[config.mk]
export PLATFORM = sky130hd
export DESIGN_NAME = uart_bridge_ctrl
export DESIGN_NICKNAME = d
export VERILOG_FILES = /design/src/rtl/uart_bridge_ctrl.sv
export SDC_FILE = /design/constraint.sdc
export NUM_CORES = 1
export LEC_CHECK = 0
export CORE_ASPECT_RATIO = 1.75
export CORE_MARGIN = 1.5
export CORE_UTILIZATION = 33
export DETAILED_ROUTE_END_ITERATION = 10
export DONT_BUFFER_PORTS = 1
export PLACE_DENSITY = 0.48
export RECOVER_POWER = 100
export SLEW_MARGIN = 10
export SYNTH_ARGS = -nofsm -noshare
export SYNTH_HDL_FRONTEND = slang
export SYNTH_SLANG_ARGS = --single-unit
[constraint.sdc]
create_clock -name clk -period 1.9 [get_ports clk]
set_input_delay 0 -clock clk [delete_from_list [all_inputs] [get_ports clk]]
set_output_delay 0 -clock clk [all_outputs]
set_load 0.01 [all_outputs]
[src/rtl/uart_bridge_ctrl.sv]
// uart_bridge_ctrl: turns framed UART byte packets into single register-bus
// read/write transactions. Packet: SYNC, CMD, [DATA_HI, DATA_LO], CHK, where
// CHK is the XOR of CMD and any data bytes. Errors (checksum, inter-byte
// timeout, byte dropped while busy) are flagged with a one-cycle err pulse.
module uart_bridge_ctrl #(
  parameter int         DATA_LEN     = 8,
  parameter logic [7:0] SYNC_BYTE    = 8'hA5,
  parameter int         TIMEOUT_CLKS = 26040
) (
  input  logic                clk,
  input  logic                reset,
  input  logic                rx_valid,
  input  logic [DATA_LEN-1:0] rx_byte,
  output logic                bus_req,
  output logic                bus_we,
  output logic [6:0]          bus_addr,
  output logic [15:0]         bus_wdata,
  input  logic                bus_ack,
  input  logic [15:0]         bus_rdata,
  output logic                done,
  output logic [15:0]         rd_data,
  output logic                err,
  output logic [1:0]          err_code,
  output logic                busy
);

  localparam int CNT_W = $clog2(TIMEOUT_CLKS + 1);

  localparam logic [1:0] ERR_CHK  = 2'b01;
  localparam logic [1:0] ERR_TOUT = 2'b10;
  localparam logic [1:0] ERR_DROP = 2'b11;

  typedef enum logic [2:0] {
    S_IDLE  = 3'd0,
    S_CMD   = 3'd1,
    S_DHI   = 3'd2,
    S_DLO   = 3'd3,
    S_CHK   = 3'd4,
    S_ISSUE = 3'd5,
    S_DONE  = 3'd6
  } state_t;

  state_t           r_state;
  state_t           w_next;
  logic             r_we;
  logic [6:0]       r_addr;
  logic [15:0]      r_wdata;
  logic [7:0]       r_chk;
  logic [CNT_W-1:0] r_tcnt;
  logic [15:0]      r_rd_data;
  logic             r_err;
  logic [1:0]       r_err_code;

  logic [7:0]       w_byte;
  logic             w_in_pkt;
  logic             w_tout_hit;
  logic             w_tout;
  logic             w_chk_bad;
  logic             w_drop;

  assign w_byte     = rx_byte[7:0];
  assign w_in_pkt   = (r_state == S_CMD) || (r_state == S_DHI) ||
                      (r_state == S_DLO) || (r_state == S_CHK);
  assign w_tout_hit = (r_tcnt == CNT_W'(TIMEOUT_CLKS - 1));

  // State register; reset abandons any packet or pending transaction.
  always_ff @(posedge clk) begin
    if (reset) r_state <= S_IDLE;
    else       r_state <= w_next;
  end

  // Next-state decode plus the per-cycle error events it produces.
  always_comb begin
    w_next    = r_state;
    w_tout    = 1'b0;
    w_chk_bad = 1'b0;
    w_drop    = 1'b0;
    case (r_state)
      S_IDLE: begin
        if (rx_valid && (w_byte == SYNC_BYTE)) w_next = S_CMD;
      end
      S_CMD: begin
        if (rx_valid)        w_next = w_byte[7] ? S_DHI : S_CHK;
        else if (w_tout_hit) begin w_tout = 1'b1; w_next = S_IDLE; end
      end
      S_DHI: begin
        if (rx_valid)        w_next = S_DLO;
        else if (w_tout_hit) begin w_tout = 1'b1; w_next = S_IDLE; end
      end
      S_DLO: begin
        if (rx_valid)        w_next = S_CHK;
        else if (w_tout_hit) begin w_tout = 1'b1; w_next = S_IDLE; end
      end
      S_CHK: begin
        if (rx_valid) begin
          if (w_byte == r_chk) w_next = S_ISSUE;
          else begin w_chk_bad = 1'b1; w_next = S_IDLE; end
        end else if (w_tout_hit) begin
          w_tout = 1'b1;
          w_next = S_IDLE;
        end
      end
      S_ISSUE: begin
        w_drop = rx_valid;
        if (bus_ack) w_next = S_DONE;
      end
      S_DONE: begin
        w_drop = rx_valid;
        w_next = S_IDLE;
      end
      default: w_next = S_IDLE;
    endcase
  end

  // Command/data capture and running XOR checksum while a packet is parsed.
  always_ff @(posedge clk) begin
    if (reset) begin
      r_we    <= 1'b0;
      r_addr  <= '0;
      r_wdata <= '0;
      r_chk   <= '0;
    end else if (rx_valid) begin
      case (r_state)
        S_IDLE: if (w_byte == SYNC_BYTE) r_chk <= '0;
        S_CMD: begin
          r_we   <= w_byte[7];
          r_addr <= w_byte[6:0];
          r_chk  <= r_chk ^ w_byte;
        end
        S_DHI: begin
          r_wdata[15:8] <= w_byte;
          r_chk         <= r_chk ^ w_byte;
        end
        S_DLO: begin
          r_wdata[7:0] <= w_byte;
          r_chk        <= r_chk ^ w_byte;
        end
        default: ;
      endcase
    end
  end

  // Inter-byte idle counter: runs only mid-packet, cleared by any byte.
  always_ff @(posedge clk) begin
    if (reset)                              r_tcnt <= '0;
    else if (w_in_pkt && !rx_valid && !w_tout) r_tcnt <= r_tcnt + 1'b1;
    else                                    r_tcnt <= '0;
  end

  // Read data capture on the acknowledging cycle of a read.
  always_ff @(posedge clk) begin
    if (reset)                                        r_rd_data <= '0;
    else if ((r_state == S_ISSUE) && bus_ack && !r_we) r_rd_data <= bus_rdata;
  end

  // Error pulse and sticky error code.
  always_ff @(posedge clk) begin
    if (reset) begin
      r_err      <= 1'b0;
      r_err_code <= '0;
    end else begin
      r_err <= w_chk_bad | w_tout | w_drop;
      if (w_chk_bad)   r_err_code <= ERR_CHK;
      else if (w_tout) r_err_code <= ERR_TOUT;
      else if (w_drop) r_err_code <= ERR_DROP;
    end
  end

  assign bus_req   = (r_state == S_ISSUE);
  assign bus_we    = r_we;
  assign bus_addr  = r_addr;
  assign bus_wdata = r_wdata;
  assign done      = (r_state == S_DONE);
  assign rd_data   = r_rd_data;
  assign err       = r_err;
  assign err_code  = r_err_code;
  assign busy      = (r_state == S_ISSUE) || (r_state == S_DONE);

endmodule

### Word level (Yosys, flattened, before mapping)

Cells that the tools add are included.

* register bits after elaboration: 69
* input bits: 28
* output and inout bits: 46
* word-level logic and storage cells: 76

* $add $sub $neg: 1
* eq/ne operators: 12
* mux-type cells: 22
* bitwise gates (word level): 4
* reduce and logical (&&, ||, !) cells: 26

Operators by type and width (count)
* 2-to-1 mux 3 bit: 9
* case mux 3 bit (6 select lines): 1
* case mux 8 bit (2 select lines): 1
* adder 15 x 1 -> 15 bit, second input constant: 1
* == test 15 bit, second input constant: 1
* == test 3 bit, second input constant: 3
* == test 8 bit: 1
* == test 8 bit, second input constant: 1
* 2-to-1 mux 1 bit: 8
* 2-to-1 mux 8 bit: 1
* AND reduction 2 bit: 4
* bitwise XOR 8 bit: 1
* == test 3 x 2 -> 1 bit, second input constant: 2
* OR reduction 2 bit: 3
* logical AND 1 bit: 5
* logical OR 1 bit: 4
* 2-to-1 mux 2 bit: 2
* != test 2 bit, second input constant: 2
* nonzero test 2 bit: 2
* OR reduction 4 bit: 1
* == test 3 x 1 -> 1 bit, second input constant: 1
* logical NOT 1 bit: 3
* logical NOT 3 bit: 1
* AND reduction 3 bit: 1
* other kinds (5): 6

### Depth between registers and ports, before layout

Gate-level depths: netlist of run 1.

* depth after elaboration: 8
* mapped depth: 6
* mapped depth without buffers: 5

### Worst setup path before layout of run 1

No wires, ideal clock.

* kind: flip-flop to flip-flop
* from: register r_tcnt[0]
* to: register r_err_code[0] (netlist: err_code[0])
* library setup time: 120 ps
* arrival: 1480 ps
* required time: 1780 ps
* setup slack: 301 ps
* cell stages (with the launch flop): 6
* path buffers: 0
* clock period less this slack: 1599 ps
* cells stage by stage: dfxtp_1 > ha_1 > and4_2 > nand4_1 > o31a_1 > o31a_1

* longest elaborated chain between the ends: 6
* elaborated cells between the ends (all ways): 7
* classes of those cells: 1 x eq/ne; 5 x mux; 1 x reduce/logical

Ends and longest elaborated chain
* from (decl): line 49 `logic [CNT_W-1:0] r_tcnt;`
* from (signal assigned): line 146 `else if (w_in_pkt && !rx_valid && !w_tout) r_tcnt <= r_tcnt + 1'b1;`
* == test 15 bit (*): line 64 `assign w_tout_hit = (r_tcnt == CNT_W'(TIMEOUT_CLKS - 1));`
* 2-to-1 mux 1 bit (*)
* 2-to-1 mux 1 bit (*): line 83 `if (rx_valid) w_next = w_byte[7] ? S_DHI : S_CHK;`
* 2-to-1 mux 1 bit (*)
* 2-to-1 mux 2 bit: line 164 `else if (w_tout) r_err_code <= ERR_TOUT;`
* 2-to-1 mux 1 bit: line 163 `if (w_chk_bad) r_err_code <= ERR_CHK;`
* to (signal assigned): line 163
* to (signal assigned): line 164
* to (signal assigned): line 165 `else if (w_drop) r_err_code <= ERR_DROP;`
* to (decl): line 52 `logic [1:0] r_err_code;`

Mark *: on every way between the ends. The rest lies on a longest branch, timed or not.
A chain may end at the register's enable or synchronous reset.

### Worst setup path in the final report of run 1

* from: register r_chk[2]
* to: register r_err_code[0] (netlist: err_code[0])

* longest elaborated chain between the ends: 5
* elaborated cells between the ends (all ways): 6
* classes of those cells: 1 x eq/ne; 4 x mux; 1 x reduce/logical

Ends and longest elaborated chain
* from (decl): line 48 `logic [7:0] r_chk;`
* from (signal assigned): line 128 `r_chk <= r_chk ^ w_byte;`
* from (signal assigned): line 132 `r_chk <= r_chk ^ w_byte;`
* from (signal assigned): line 136 `r_chk <= r_chk ^ w_byte;`
* == test 8 bit (*): line 96 `if (w_byte == r_chk) w_next = S_ISSUE;`
* 2-to-1 mux 1 bit (*): line 96
* 2-to-1 mux 1 bit (*): line 95 `if (rx_valid) begin`
* 2-to-1 mux 1 bit (*): line 78 `case (r_state)`
* nonzero test 3 bit (no source line) or 2-to-1 mux 1 bit (tied branches)
* to (signal assigned): line 160 `r_err_code <= '0;`
* to (signal assigned): line 163
* to (signal assigned): line 164

Marks and branches as above.

==> results.md, run 1 <==
- Clock Sinks: 69
- Yosys reg bits: 69
- Skew final: 0.00720 ns
- R2R depth: 4
- Gr busiest metal: met2
- Hold Path Origin: rx_valid
- Yosys warns: 0
- Core ar.: 8980 um2
- Pre-CTS setup slack: 0.0815 ns
- Vias in the first global route: 2,480
- Die area: 9780 um2
- Synth top area share: 0.456
- Largest net degree at the start of global routing: 54
- Post-Syn Instances: 356
- Detailed Place HPWL: 5.37 mm
- CP max stage cell: nor4_1
- Total grt overflow: 0
- Endpoints failing setup: 0
- CP arrival: 1.95 ns
- PortBufs: 0
- H-tree depth: 3
- Post-DP Area: 3170 um2
- Synthesized area: 3030 um2
- Slew @ Worst Pin: 0.640 ns
- Comb pwr share: 0.037
- CP peak stage delay: 0.58 ns
- Yosys top cell by area: dfxtp_1
- Setup crit start kind: flip-flop
- Post-Route WL: 8.29 mm
- P_leak: 1.27 nW
- Setup CP Type: reg -> reg
- Clock root cell: clkbuf_16
- Unrepaired setup endpoints after global routing: no
- Initial antenna violation count: 0
- Reg power frac: 0.434
- Total of max-cap violations: 0
- TritonCTS Buffers: 9
- Skew-Pair Late Insertion Delay: 0.33 ns
- Die height: 130 um
- Worst setup startpoint: r_chk[2]
- Starting density of the core: 0.337
- Asr flop ratio synth: 0
- Syn-to-layout area delta: 24.2%
- Clk buf depth: 2
- Post-Syn Nets: 385
- Fin crit share: 0.914
- Peak VDD IR: 0.429 mV
- Hold Crit Class: in -> reg
- Most frequent cells in the layout: dfxtp_1, nand2_1, a21oi_1
- GRT Util Overall: 0.172
- Share of post-route cells with drive strength above 1: 0.0825
- Setup TNS: 0 ns
- Slew margin rel.: 0.572
- Worst setup margin: 0.163 ns
- DR WL/cell: 16.3 um
- Placer Congestion: 0.804
- CP max FO: 3
- Post-synth EDFFs: 0
- Nets: 413
- Final min period: 1.74 ns
- Endpoint class of the critical path: flip-flop
- Row count: 46
- Outcome: finished, final reports clean
- Power, Total: 0.00333 W
- Primary FF master, synth: dfxtp_1
- First-pass GRT wire length: 12.6 mm
- Slew Limit Fails: 0
- Final Cell Area: 3760 um2
- Synth area leaders: dfxtp_1, nand2_1, a21oi_1, mux2i_1, xor2_1
- Setup Fix Bufs, Post-CTS: 0
- CP Cell Sequence: xor2_1 > nor4_1 > a21oi_1 > o31a_1
- Die width: 75.4 um
- Met2 GRT Util: 0.314
- CTS tree: done
- Clock network power share: 0.529
- Sequential fraction of the synthesis area: 0.456
- Vias/cell: 5.15
- DRT Pass-1 Iters: 5
- M1 GR Usage: 0.175
- Sw Ratio: 0.206
- Reg clk slew, reported paths: 0.05 ns
- Met3 GRT Util: 0.0463
- Worst hold slack: 0.0195 ns
- Final Hold Fails: 0
- ANT cells: 0
- Most common cell after layout, fill and taps aside: dfxtp_1
- Internal power: 0.00265 W
- DRC: 0
- Via count of the routed design: 2,614
- Reg-to-Reg Start: r_chk[2]
- WP data required: 2.12 ns
- Boundary Pins: 74
- ANT nets after route: 0
- Cell variety after synth: 52
- F_max: 576 MHz
- Mapped Avg Cell Area: 8.50 um2
- Power Density: 887 nW/um2
- Hold Crit Depth: 3
- Switching power: 0.000688 W
- Iter 0 DRT Violations: 95
layer usage:
layer  up-vias  part of all wire
met1      1232              0.39
met3        18             0.040
li1       1288                 -
met2        76              0.55
met4         0             0.028
met5         -                 0
power by group through the flow:
stage | logic, W | clock network (W) | registers [W]
after floorplan | 0.0000439 | 0 | 0.00148
after global placement | 0.0000327 | 0 | 0.00148
after detailed placement | 0.0000326 | 0 | 0.00148
after CTS | 0.000126 | 0.00181 | 0.00145
after global routing | 0.000132 | 0.00188 | 0.00145
final | 0.000124 | 0.00176 | 0.00145
kinds of logic after synthesis:
logic type,count (synthesis),share of synthesized area
mux,17,0.0566
simple gates,151,0.253
buf+inv,25,0.0351
fa+ha+maj,1,0.00413
xor+xnor,19,0.0550
flops,69,0.456
compound gates,74,0.140
cells in the mapped netlist, types with 2 or more instances:
library cell and number:
nand3b_1 9, a21oi_1 39, nor2b_1 6, clkbuf_1 13, o21ai_0 19, and3_1 2
nand2b_1 3, a21o_1 2, mux2i_1 16, o31a_1 4, and2_1 4, inv_1 5
nand2_1 57, nand3_1 9, or3_1 2, or2_2 2, buf_1 2, nor2_1 32
nor4bb_1 2, xnor2_1 4, nand4_1 5, dfxtp_1 69, nor4_1 3, nor3_1 3
xor2_1 15, buf_2 3
flip-flops by register name, indices dropped and copies added (netlist names):
register	count
r_state	3
rd_data	16
r_chk	8
bus_wdata	16
bus_addr	7
err	1
err_code	2
r_tcnt	15
bus_we	1
through the flow:
stage          utilization  cells
2_1_floorplan            -    356
3_3_place_gp         0.353    465
3_5_place_dp         0.353    465
4_1_cts              0.421    508
5_1_grt              0.419    508
6_report             0.419    508
critical path: cells and delay by family (launching register included):
kind | cells | cell delay [ns]
AO/OA/AOI/OAI | 2 | 0.58
XOR/XNOR | 1 | 0.15
flip-flops | 1 | 0.32
AND/OR/NAND/NOR | 1 | 0.58
timing repair:
| action | in CTS | in global routing |
|---|---|---|
| hold buffers | 28 | 0 |
| endpoints found under the setup margin | 0 | 8 |
| gates resized for setup | 0 | 1 |
| hold endpoints to repair | 54 | 0 |
worst paths after layout:
check / to / slack (ns)
hold / removal: r_state[0] / 0.02
setup reg to reg: err_code[0] / 0.16
setup / recovery: err_code[0] / 0.16
hold reg to reg: r_tcnt[0] / 0.46
layout make-up:
cell class / instances / area (um2)
tap: 120 / 150
multi-input combinational: 262 / 1530
inverter: 5 / 18.8
clock buffer: 9 / 225
fill: 952 / 5220
clock inverter: 6 / 88.8
sequential: 69 / 1380
timing repair buffer: 37 / 368
Note: power is estimated with default switching activity, not from simulation.
==> run 2, diff against run 1 <==
--- a/config.mk
+++ b/config.mk
@@ -7,10 +7,10 @@
 export LEC_CHECK = 0
 export CORE_ASPECT_RATIO = 1.75
 export CORE_MARGIN = 1.5
-export CORE_UTILIZATION = 33
+export CORE_UTILIZATION = 50
 export DETAILED_ROUTE_END_ITERATION = 10
 export DONT_BUFFER_PORTS = 1
-export PLACE_DENSITY = 0.48
+export PLACE_DENSITY = 0.66
 export RECOVER_POWER = 100
 export SLEW_MARGIN = 10
 export SYNTH_ARGS = -nofsm -noshare
==> run 2 against run 1 <==
Net effect:
- final cell count down 8.3%
- clock power down 30%
- global-route usage up 7.5 points
- critical endpoint unchanged
- largest cell class unchanged
- largest power group is now registers
- highest routed layer unchanged
==> results.md, run 2 (synthesis gave the netlist of run 1 again) <==
- Outcome: finished, final reports clean
- Skew-Pair Late Insertion Delay: 0.36 ns (+0.03 ns)
- H-tree depth: 3 (unchanged)
- Placer Congestion: 0.758 (-5.8%)
- Setup crit start kind: flip-flop
- Die area: 6550 um2 (-33%)
- Unrepaired setup endpoints after global routing: no
- Hold Crit Class: in -> reg
- Nets: 412 (-0.24%)
- CP arrival: 2.01 ns (+0.06 ns)
- Post-DP Area: 3110 um2 (-1.9%)
- Total of max-cap violations: 0 (unchanged)
- Core ar.: 5880 um2 (-35%)
- GRT Util Overall: 0.247 (+0.0752)
- Most common cell after layout, fill and taps aside: dfxtp_1
- Initial antenna violation count: 0 (unchanged)
- Die width: 61.8 um (-18%)
- Detailed Place HPWL: 4.84 mm (-10%)
- CP max FO: 7 (+4)
- Row count: 37 (-20%)
- Slew Limit Fails: 0 (unchanged)
- CP peak stage delay: 0.37 ns (-0.21 ns)
- ANT nets after route: 0 (unchanged)
- F_max: 567 MHz (-1.5%)
- Clock Sinks: 69 (unchanged)
- Met3 WL post-DR: 438 um (+32%)
- Starting density of the core: 0.515 (+0.178)
- Most frequent cells in the layout: dfxtp_1, nand2_1, a21oi_1
- Final Hold Fails: 0 (unchanged)
- CP Cell Sequence: ha_1 > and4_2 > nand4_1 > o31a_1 > o31a_1
- DRT Pass-1 Iters: 4 (-1)
- Power Density: 778 nW/um2 (-12%)
- # fillers: 530 (-44%)
- PortBufs: 0 (unchanged)
- Clk buf depth: 2 (unchanged)
- WP data required: 2.15 ns (+0.03 ns)
- Share of post-route cells with drive strength above 1: 0.0876 (+0.00515)
- DRC: 0 (unchanged)
- Routed wire length on met2: 4.03 mm (-11%)
- Top sig layer: met4
- Final Cell Area: 3600 um2 (-4.2%)
- Iter 0 DRT Violations: 181 (+91%)
- CP most frequent cell: o31a_1
- Boundary Pins: 74 (unchanged)
- Skew final: 0.00652 ns (-0.000681 ns)
- Largest net degree at the start of global routing: 54 (unchanged)
- Worst setup margin: 0.137 ns (-0.0262 ns)
- Met1 Wirelength: 2.88 mm (-9.9%)
- Via count of the routed design: 2,592 (-0.84%)
- Setup Fix Bufs, Post-CTS: 0 (unchanged)
- Post-CTS sizing: 0 (unchanged)
- Total grt overflow: 0 (unchanged)
- Fin crit share: 0.928 (+0.0138)
- Pre-CTS setup slack: 0.131 ns (+0.0498 ns)
- First-pass GRT wire length: 11.8 mm (-5.7%)
- Vias in the first global route: 2,610 (+5.2%)
- Clock root cell: clkbuf_8
- Post-CTS Hold Buffers: 28 (unchanged)
- Peak VDD IR: 0.426 mV (-0.59%)
- Slew @ Worst Pin: 0.545 ns (-0.0950 ns)
- ANT cells: 0 (unchanged)
- P_leak: 1.21 nW (-4.3%)
- Endpoints failing setup: 0 (unchanged)
- Power, Total: 0.00280 W (-16%)
- Syn-to-layout area delta: 19.0%
- Die height: 106 um (-18%)
- Setup CP Type: reg -> reg
- CP max stage cell: dfxtp_1
- TritonCTS Buffers: 9 (unchanged)
- Setup TNS: 0 ns (unchanged)
- Endpoint class of the critical path: flip-flop
- Vias/cell: 5.56 (+8.1%)
- Slew margin rel.: 0.636 (+0.0635)
- DR WL/cell: 16.3 um (-0.29%)
- Post-Route WL: 7.58 mm (-8.5%)
- CTS tree: done
- Final min period: 1.76 ns (+0.0262 ns)
- Utilization after layout: 0.613 (+0.194)
- Reg clk slew, reported paths: 0.07 ns (+0.02 ns)
run 2: metal layers:
metal	vias up	global-route usage
li1	1278	-
met1	1214	0.243
met2	84	0.440
met3	16	0.0693
met4	0	0.125
met5	-	0
run 2: path summary, 6_finish.rpt:
path | startpoint | end | slack, ns | cells after the start
max | r_tcnt[0] | err_code[0] | 0.14 | 5
min | rx_valid | err_code[1] | 0.01 | 3
max reg2reg | r_tcnt[0] | err_code[0] | 0.14 | 5
min reg2reg | r_tcnt[0] | r_tcnt[0] | 0.47 | 1
run 2: critical path, delay by kind of cell (launching register included):
| kind | cells | cell delay (ns) |
|---|---|---|
| AO/OA/AOI/OAI | 2 | 0.59 |
| AND/OR/NAND/NOR | 2 | 0.47 |
| flip-flops | 1 | 0.37 |
| adder cells (fa/ha/maj) | 1 | 0.23 |
run 2: layout make-up:
class	count	area, um2	share of cell area
Timing Repair Buffer	36	357	0.0990
Clock inverter	6	71.3	0.0198
Inverter	5	18.8	0.00521
Clock buffer	10	138	0.0382
Tap cell	78	97.6	0.0271
Sequential cell	69	1380	0.383
Multi-Input combinational cell	262	1540	0.427
run 2: where the power goes:
group | total, W | switching [W] | leakage, nW | internal, W
sequential | 0.00145 | 0.000000597 | 0.555 | 0.00145
clock | 0.00124 | 0.000589 | 0.0991 | 0.000650
combinational | 0.000118 | 0.0000610 | 0.558 | 0.0000567
run 2: metrics by stage:
stage	cells	hold slack, ns
finish	466	0.0113
global route	466	0.0370
CTS	466	0.00939
detailed placement	422	0.0812
global placement	422	0.0805
floorplan	356	0.136
